==> src/rtl/load_store_unit.sv <==
// Load/store unit between the core controller and a word-addressed data memory.
// Issues only full-word memory accesses; sub-word stores use read-modify-write.
module load_store_unit #(
    parameter int MEM_LATENCY = 1
) (
    input  logic        clk,
    input  logic        reset,
    input  logic        req_valid,
    output logic        req_ready,
    input  logic        req_write,
    input  logic [2:0]  req_funct3,
    input  logic [31:0] req_addr,
    input  logic [31:0] req_wdata,
    output logic        resp_valid,
    output logic [31:0] resp_rdata,
    output logic        resp_error,
    output logic        mem_write,
    output logic [2:0]  mem_funct3,
    output logic [31:0] mem_write_address,
    output logic [31:0] mem_write_data,
    output logic [31:0] mem_read_address,
    input  logic [31:0] mem_read_data
);

    typedef enum logic [2:0] {
        ST_IDLE    = 3'd0,
        ST_RD_WAIT = 3'd1,
        ST_RMW_RD  = 3'd2,
        ST_WR      = 3'd3,
        ST_RESP    = 3'd4
    } state_t;

    localparam logic [1:0] LAST_CNT = 2'(MEM_LATENCY - 1);

    state_t      state_q, state_d;
    logic [1:0]  cnt_q, cnt_d;
    logic        write_q, write_d;
    logic [2:0]  funct3_q, funct3_d;
    logic [1:0]  off_q, off_d;
    logic [31:0] addr_q, addr_d;
    logic [31:0] wdata_q, wdata_d;
    logic        mem_write_q, mem_write_d;
    logic [31:0] wr_data_q, wr_data_d;
    logic        resp_valid_q, resp_valid_d;
    logic [31:0] resp_rdata_q, resp_rdata_d;
    logic        resp_error_q, resp_error_d;

    // Misalignment and illegal-encoding check for a request.
    function automatic logic req_is_error(input logic wr, input logic [2:0] f3,
                                          input logic [1:0] a);
        logic err;
        err = 1'b0;
        case (f3)
            3'b000:  err = 1'b0;
            3'b001:  err = a[0];
            3'b010:  err = (a != 2'b00);
            3'b100:  err = wr;
            3'b101:  err = wr | a[0];
            default: err = 1'b1;
        endcase
        return err;
    endfunction

    // Select the addressed byte/halfword lane and extend it.
    function automatic logic [31:0] load_extract(input logic [31:0] word,
                                                 input logic [2:0] f3,
                                                 input logic [1:0] off);
        logic [31:0] shifted;
        logic [7:0]  b;
        logic [15:0] h;
        logic [31:0] res;
        shifted = word >> {off, 3'b000};
        b       = shifted[7:0];
        h       = off[1] ? word[31:16] : word[15:0];
        case (f3)
            3'b000:  res = {{24{b[7]}}, b};
            3'b001:  res = {{16{h[15]}}, h};
            3'b100:  res = {24'h000000, b};
            3'b101:  res = {16'h0000, h};
            default: res = word;
        endcase
        return res;
    endfunction

    // Overlay the store bytes on the word read back from memory.
    function automatic logic [31:0] store_merge(input logic [31:0] word,
                                                input logic [31:0] wdata,
                                                input logic [2:0] f3,
                                                input logic [1:0] off);
        logic [31:0] mask;
        logic [31:0] res;
        mask = 32'h000000FF << {off, 3'b000};
        case (f3)
            3'b000:  res = (word & ~mask) | ({24'h000000, wdata[7:0]} << {off, 3'b000});
            3'b001:  res = off[1] ? {wdata[15:0], word[15:0]} : {word[31:16], wdata[15:0]};
            default: res = wdata;
        endcase
        return res;
    endfunction

    // Next-state, datapath capture and registered-output decode.
    always_comb begin
        state_d      = state_q;
        cnt_d        = cnt_q;
        write_d      = write_q;
        funct3_d     = funct3_q;
        off_d        = off_q;
        addr_d       = addr_q;
        wdata_d      = wdata_q;
        wr_data_d    = wr_data_q;
        resp_rdata_d = resp_rdata_q;
        resp_error_d = resp_error_q;
        mem_write_d  = 1'b0;
        resp_valid_d = 1'b0;
        case (state_q)
            ST_IDLE: begin
                if (req_valid) begin
                    write_d  = req_write;
                    funct3_d = req_funct3;
                    off_d    = req_addr[1:0];
                    addr_d   = {req_addr[31:2], 2'b00};
                    wdata_d  = req_wdata;
                    cnt_d    = 2'd0;
                    if (req_is_error(req_write, req_funct3, req_addr[1:0])) begin
                        state_d      = ST_RESP;
                        resp_valid_d = 1'b1;
                        resp_error_d = 1'b1;
                        resp_rdata_d = 32'h0000_0000;
                    end else if (!req_write) begin
                        state_d = ST_RD_WAIT;
                    end else if (req_funct3 == 3'b010) begin
                        state_d     = ST_WR;
                        mem_write_d = 1'b1;
                        wr_data_d   = req_wdata;
                    end else begin
                        state_d = ST_RMW_RD;
                    end
                end else begin
                    state_d = ST_IDLE;
                end
            end
            ST_RD_WAIT: begin
                if (cnt_q == LAST_CNT) begin
                    state_d      = ST_RESP;
                    cnt_d        = 2'd0;
                    resp_valid_d = 1'b1;
                    resp_error_d = 1'b0;
                    resp_rdata_d = load_extract(mem_read_data, funct3_q, off_q);
                end else begin
                    cnt_d = cnt_q + 2'd1;
                end
            end
            ST_RMW_RD: begin
                if (cnt_q == LAST_CNT) begin
                    state_d     = ST_WR;
                    cnt_d       = 2'd0;
                    mem_write_d = 1'b1;
                    wr_data_d   = store_merge(mem_read_data, wdata_q, funct3_q, off_q);
                end else begin
                    cnt_d = cnt_q + 2'd1;
                end
            end
            ST_WR: begin
                state_d      = ST_RESP;
                resp_valid_d = 1'b1;
                resp_error_d = 1'b0;
                resp_rdata_d = 32'h0000_0000;
            end
            ST_RESP: begin
                state_d = ST_IDLE;
            end
            default: begin
                state_d = ST_IDLE;
            end
        endcase
    end

    // State and output registers with synchronous reset.
    always_ff @(posedge clk) begin
        if (reset) begin
            state_q      <= ST_IDLE;
            cnt_q        <= 2'd0;
            write_q      <= 1'b0;
            funct3_q     <= 3'b000;
            off_q        <= 2'b00;
            addr_q       <= 32'h0000_0000;
            wdata_q      <= 32'h0000_0000;
            mem_write_q  <= 1'b0;
            wr_data_q    <= 32'h0000_0000;
            resp_valid_q <= 1'b0;
            resp_rdata_q <= 32'h0000_0000;
            resp_error_q <= 1'b0;
        end else begin
            state_q      <= state_d;
            cnt_q        <= cnt_d;
            write_q      <= write_d;
            funct3_q     <= funct3_d;
            off_q        <= off_d;
            addr_q       <= addr_d;
            wdata_q      <= wdata_d;
            mem_write_q  <= mem_write_d;
            wr_data_q    <= wr_data_d;
            resp_valid_q <= resp_valid_d;
            resp_rdata_q <= resp_rdata_d;
            resp_error_q <= resp_error_d;
        end
    end

    assign req_ready         = (state_q == ST_IDLE) & ~reset;
    assign resp_valid        = resp_valid_q;
    assign resp_rdata        = resp_rdata_q;
    assign resp_error        = resp_error_q;
    assign mem_write         = mem_write_q;
    assign mem_funct3        = 3'b010;
    assign mem_write_address = addr_q;
    assign mem_read_address  = addr_q;
    assign mem_write_data    = wr_data_q;

endmodule

==> config.mk <==
export PLATFORM = sky130hd
export DESIGN_NAME = load_store_unit
export DESIGN_NICKNAME = d
export VERILOG_FILES = /design/src/rtl/load_store_unit.sv
export SDC_FILE = /design/constraint.sdc
export NUM_CORES = 1
export LEC_CHECK = 0
export CORE_MARGIN = 1.5
export CORE_UTILIZATION = 41
export CTS_CLUSTER_DIAMETER = 200
export CTS_CLUSTER_SIZE = 8
export DETAILED_ROUTE_END_ITERATION = 16
export PLACE_DENSITY = 0.79
export SYNTH_ARGS = -nofsm -noshare
export SYNTH_HDL_FRONTEND = slang
export SYNTH_SLANG_ARGS = --single-unit
==> constraint.sdc <==
create_clock -name clk -period 1.8 [get_ports clk]
set_input_delay 0.45 -clock clk [delete_from_list [all_inputs] [get_ports clk]]
set_output_delay 0.45 -clock clk [all_outputs]
set_load 0.005 [all_outputs]
# Yosys cells after proc, flatten, opt, wreduce, memory -nomap -nowiden
# Cells that the tools add are included.
dict set report totals {
  ff_bits 139
  inputBits 103
  output_inout_bits 135
}
dict set report op_classes {
  add_sub_neg 1
  eq_ne 17
  shifts 3
  n_mux 40
  n_bitwise 6
  n_reduce_logical 14
}
# op count
set ops {}
lappend ops {{32-bit two-way mux} 9}
lappend ops {{32-bit one-hot mux with 2 select lines} 2}
lappend ops {{32-bit one-hot mux with 4 select lines} 1}
lappend ops {{32-bit one-hot mux with 3 select lines} 1}
lappend ops {{32-bit AND} 1}
lappend ops {{32-bit inverter} 1}
lappend ops {{32-bit OR} 1}
lappend ops {{8-bit by 5-bit left shift with 32-bit output} 1}
lappend ops {{8-bit by 5-bit left shift with 32-bit output, first input constant} 1}
lappend ops {{32-bit by 5-bit right shift with 8-bit output} 1}
lappend ops {{16-bit two-way mux} 1}
lappend ops {{1-bit two-way mux} 13}
lappend ops {{3-bit == test, second input constant} 4}
lappend ops {{3-bit two-way mux} 4}
lappend ops {{2-bit inequality test, second input constant} 6}
lappend ops {{3-bit one-hot mux with 4 select lines} 1}
lappend ops {{3-bit by 1-bit == test with 1-bit output, second input constant} 3}
lappend ops {{3-bit by 2-bit == test with 1-bit output, second input constant} 3}
lappend ops {{3-bit logical NOT} 3}
lappend ops {{2-bit two-way mux} 3}
lappend ops {{1-bit one-hot mux with 3 select lines} 2}
lappend ops {{2-bit AND reduction} 3}
lappend ops {{6-bit AND reduction} 1}
lappend ops {{2-bit nonzero test} 3}
lappend ops {{12 further kinds} 12}

# Longest topological paths before layout
# Gate-level depths: netlist of run 1.
dict set report logic_depth {
  depth_word 7
  ltp_mapped 8
  ltp_nobuf 7
}

# Least setup slack after synthesis of run 1
# OpenSTA, ideal clock, no wires.
dict set report synth_timing {
  kind {register to register}
  startpoint {register state_q[1]}
  endpoint {register wr_data_q[12], in the netlist mem_write_data[12]}
  arrival_ps 1803
  required_time_ps 1684
  path_slack_ps -120
  path_stages_with_launch 8
  path_buffers 3
  period_less_slack_ps 1920
  cell_sequence {dfxtp_1 -> buf_6 -> or4b_1 -> buf_2 -> nor2_4 -> a32oi_2 -> clkbuf_1 -> a31o_2}
}
dict set report synth_between {
  elab_chain_len 3
  elab_cells_between_ends 10
  classes_between {eq/ne (6); mux (1); reduce/logical (3)}
}
# element line_no
set synth_lines {}
lappend synth_lines {{from (decl)} 35} ;# state_t state_q, state_d;
lappend synth_lines {{from (signal assigned)} 194} ;# state_q <= state_d;
lappend synth_lines {{3-bit by 2-bit == test with 1-bit output / 3-bit logical NOT (equally long branches)} 115} ;# case (state_q)
lappend synth_lines {{2-bit inequality test (no source line) / 2-bit nonzero test (equally long branches)} n/a}
lappend synth_lines {{6-bit AND reduction (no source line)} n/a}
lappend synth_lines {{to (signal assigned)} 202} ;# wr_data_q <= wr_data_d;
lappend synth_lines {{to (decl)} 43} ;# logic [31:0] wr_data_q, wr_data_d;
# Several ways; a longest one is shown, not always the timed one.
# A chain may end at the register's enable or synchronous reset.

# Final worst setup path of run 1
dict set report layout_timing {
  startpoint {register state_q[2]}
  endpoint {register wr_data_q[0], in the netlist mem_write_data[0]}
}
# Same word-level chain as after synthesis.

==> flow_metrics.py, run 1 <==
metrics = {
    "sta": {
        "whs_ns": 0.425,
        "layout_setup_ws_ns": -0.0536,
        "relSlewSlack_pct": 61.0,
        "setup_viol": 10,
        "fin_skew_ns": 0.0106,
        "fin_crit_ns": 1.85,
        "finalHoldViolations": 0,
        "max_freq_mhz": 539,
        "worst_pin_slew_ns": 0.570,
        "post-route-period-util_pct": 103,
        "rsz0062_at_grt": "yes",
        "maxSlewViolCount": 0,
    },
    "pwr": {
        "combPwrFrac_pct": 21.6,
        "internal_power_uw": 6800,
        "max-vdd-ir-drop_mv": 0.826,
        "seqPwrFrac_pct": 36.7,
        "p_leak_uw": 0.00428,
        "clkPwrFrac_pct": 41.7,
        "switchingPower_uw": 2420,
        "p_sw_share_pct": 26.2,
        "fin_total_pwr_uw": 9220,
        "power.density_mw_per_mm2": 862,
    },
    "routing": {
        "vias_per_cell": 5.53,
        "detail-route-antenna-nets": 0,
        "drcViolationCount": 0,
        "vias": 7438,
        "wirelength_um": 24600,
        "routedWlPerCell_um": 18.3,
        "first_iter_violations": 677,
        "first_pass_iters": 7,
    },
    "cts": {
        "cts_tree": "built",
        "cts_buffers": 17,
        "clk_pin_slew_ns": 0.06,
        "htreeDepth": 4,
        "clockBufferDepth": 2,
        "clk_latency_ns": 0.42,
        "clock_sinks": 139,
        "root_buffer": "clkbuf_16",
        "holdBufCountCts": 0,
    },
    "die": {
        "die_area_sq_mm": 0.0174,
        "die_w_um": 132,
        "die_h_um": 132,
        "rows": 46,
        "core_sq_mm": 0.0161,
        "ioPinCount": 238,
        "initial_core_util_pct": 42.4,
    },
    "worst_setup_path": {
        "r2r_end": "mem_write_data[0]$_SDFFE_PP0P_",
        "worst_ep_required_time_ns": 2.14,
        "critPathKind": "register to register",
        "reg2regPathDepth": 6,
        "end_kind": "register",
        "r2r-start": "state_q[2]$_SDFFE_PP0P_",
        "cp.arrival_ns": 2.20,
        "slowest_delay_ns": 0.54,
        "critPathSlowestCell": "or4b_4",
        "critPathMaxFanout": 28,
        "setup.worst_path.start_class": "register",
        "ff2ff_setup_slack_ns": -0.05,
        "crit_chain": "or4b_4 > nor2_4 > a32oi_4 > buf_12 > a211o_1 > a21oi_2",
    },
    "finish": {
        "multi_input_area_sq_mm": 0.00364,
        "fin_nets": 1221,
        "syn_to_final_growth_pct": 57.2,
        "drive_gt1_share_pct": 18.3,
        "layout_commonest_cell": "clkdlybuf4s50_1",
        "n_antenna_cell": 0,
        "fillerInstances": 1228,
        "final_core_util_pct": 66.6,
        "final_area_sq_mm": 0.0107,
        "ff_latch_area_sq_mm": 0.00280,
        "mostFrequentLayoutCells": "215 x clkdlybuf4s50_1, 172 x nand2_1, 126 x dfxtp_1",
        "fin_cells": 1344,
    },
    "global_route": {
        "grt_max_degree": 60,
        "first_global_vias": 7118,
        "grt_pass1_wl_um": 37700,
        "track_usage_pct": 27.3,
        "antenna_found_initial": 0,
        "grt.overflow.total": 0,
    },
    "synthesis": {
        "synth_flop_cell": "dfxtp_1",
        "synth-async-reset-ratio_pct": 0,
        "syn_inst": 852,
        "yosys_register_bits": 139,
        "ys_types": 50,
        "synth_area_sq_mm": 0.00680,
        "yosysSeqAreaShare_pct": 40.9,
        "yosysWarnings": 0,
        "synth_edf_count": 0,
        "syn_area_per_cell_sq_um": 7.99,
    },
    "min_path": {
        "hold_start": "reset",
        "whs_path_depth": 4,
        "min_to": "mem_write$_SDFF_PP0_",
        "min_path_type": "primary input to register",
    },
    "placement": {
        "placed_area_sq_mm": 0.00972,
        "post-dp-hpwl_um": 17500,
        "gp_congestion": 0.968,
        "numPortBuffers": 230,
        "dp.cells": 1302,
    },
    "status": {
        "violations": "negative setup slack",
        "outcome": "finished with violations",
    },
    "job": {
        "maxCapViolCount": 0,
    },
}
[synth_stat cells, types with 3 or more instances]
cell       count  area (sq um)
a2111oi_0      3          26.3
a211o_1        9          78.8
a211oi_1      31           233
a21o_1        10          75.1
a21oi_1      120           601
a221o_1        6          60.1
a221oi_1       5          43.8
a22o_1        16           140
a31o_2         3          26.3
and3_1         8          50.1
buf_1          3          11.3
buf_2          8          40.0
buf_4         37           278
clkbuf_1      54           203
dfxtp_1      139          2780
inv_1          8          30.0
mux2_2         3          33.8
mux2i_1       37           370
nand2_1      176           661
nand2b_1      20           125
nand3_1       12          60.1
nor2_1        32           120
nor2b_1       11          68.8
o21ai_0       44           220
o221ai_1       7          61.3
o31ai_1       11          82.6
or2_2          3          18.8
or3_1          4          25.0
or4_1          4          30.0
[repair_timing]
action,4_1_cts,5_1_grt
setup endpoints to repair,74,68
cloned,2,1
buffers inserted,5,5
resized for setup,39,43
pin swaps,9,9
[sequential cells by signal (all words and copies together) (netlist names)]
signal            flops
resp_error            1
funct3_q              3
resp_valid            1
mem_read_address     30
state_q               3
mem_write_data       32
cnt_q                 2
off_q                 2
mem_write             1
wdata_q              32
resp_rdata           32
[final cells by class]
| type | instances | area share (%) |
|---|---|---|
| clock buffer | 20 | 4.27 |
| clock inverter | 11 | 1.80 |
| inverter | 8 | 0.281 |
| multi-input combinational | 606 | 34.0 |
| sequential | 139 | 26.2 |
| tap | 216 | 2.53 |
| timing repair buffer | 344 | 30.9 |
[metal layers]
layer,part of all wire (%),vias up,track usage (%)
li1,-,3494,-
met5,0,-,0
met4,4.3,0,14.6
met2,47,409,45.1
met1,40,3464,32.8
met3,8.8,71,6.61
[stage by stage]
step	TNS [ns]	worst slack, ns
6_report	-0.238	-0.0536
5_1_grt	-1.08	-0.103
4_1_cts	-0.195	-0.0369
3_5_place_dp	-62.00	-0.687
3_3_place_gp	-57.98	-0.637
2_1_floorplan	-0.0509	-0.00849
[power by group through the flow]
stage	clock network [uW]	registers [uW]	logic, uW
2_1_floorplan	0	3410	866
3_3_place_gp	0	3440	1790
3_5_place_dp	0	3440	1820
4_1_cts	3880	3380	1920
5_1_grt	4030	3400	2120
6_report	3850	3380	1990
[kinds of logic after synthesis]
logic type | after synthesis | synth area share, %
AND/OR/NAND/NOR | 281 | 18.3
AO/OA/AOI/OAI | 276 | 25.8
flip-flops | 139 | 40.9
buffers and inverters | 112 | 8.59
multiplexers | 40 | 5.94
adder cells (fa/ha/maj) | 2 | 0.368
other | 2 | 0.110
[worst max-delay path, delay by kind of cell (launching register included)]
kind / cells / cell delay [ns]
DFF: 1 / 0.37
AOI/OAI and AO/OA: 3 / 0.53
and+or+nand+nor: 2 / 0.67
buffers and inverters: 1 / 0.20
[how the worst max path moves through the flow]
stage                                                end                     from  slack (ns)  cells after the start
final                     mem_write_data[0]$_SDFFE_PP0P_  state_q[2]$_SDFFE_PP0P_       -0.05                      6
after global routing      mem_write_data[0]$_SDFFE_PP0P_  state_q[2]$_SDFFE_PP0P_       -0.10                      6
after CTS                 mem_write_data[0]$_SDFFE_PP0P_  state_q[2]$_SDFFE_PP0P_       -0.04                      6
after detailed placement      resp_rdata[0]$_SDFFE_PP0P_            req_funct3[0]       -0.69                      6
after global placement        resp_rdata[1]$_SDFFE_PP0P_              req_addr[0]       -0.64                      6
after floorplan           mem_write_data[2]$_SDFFE_PP0P_                req_valid      -0.008                      7
(Power assumes the default switching activity.)
==> run 2, diff against run 1 <==
Settings changed: GPL_ROUTABILITY_DRIVEN set to 0.
==> results of run 2 <==
The final DEF is identical to that of run 1; final timing and power are the same.
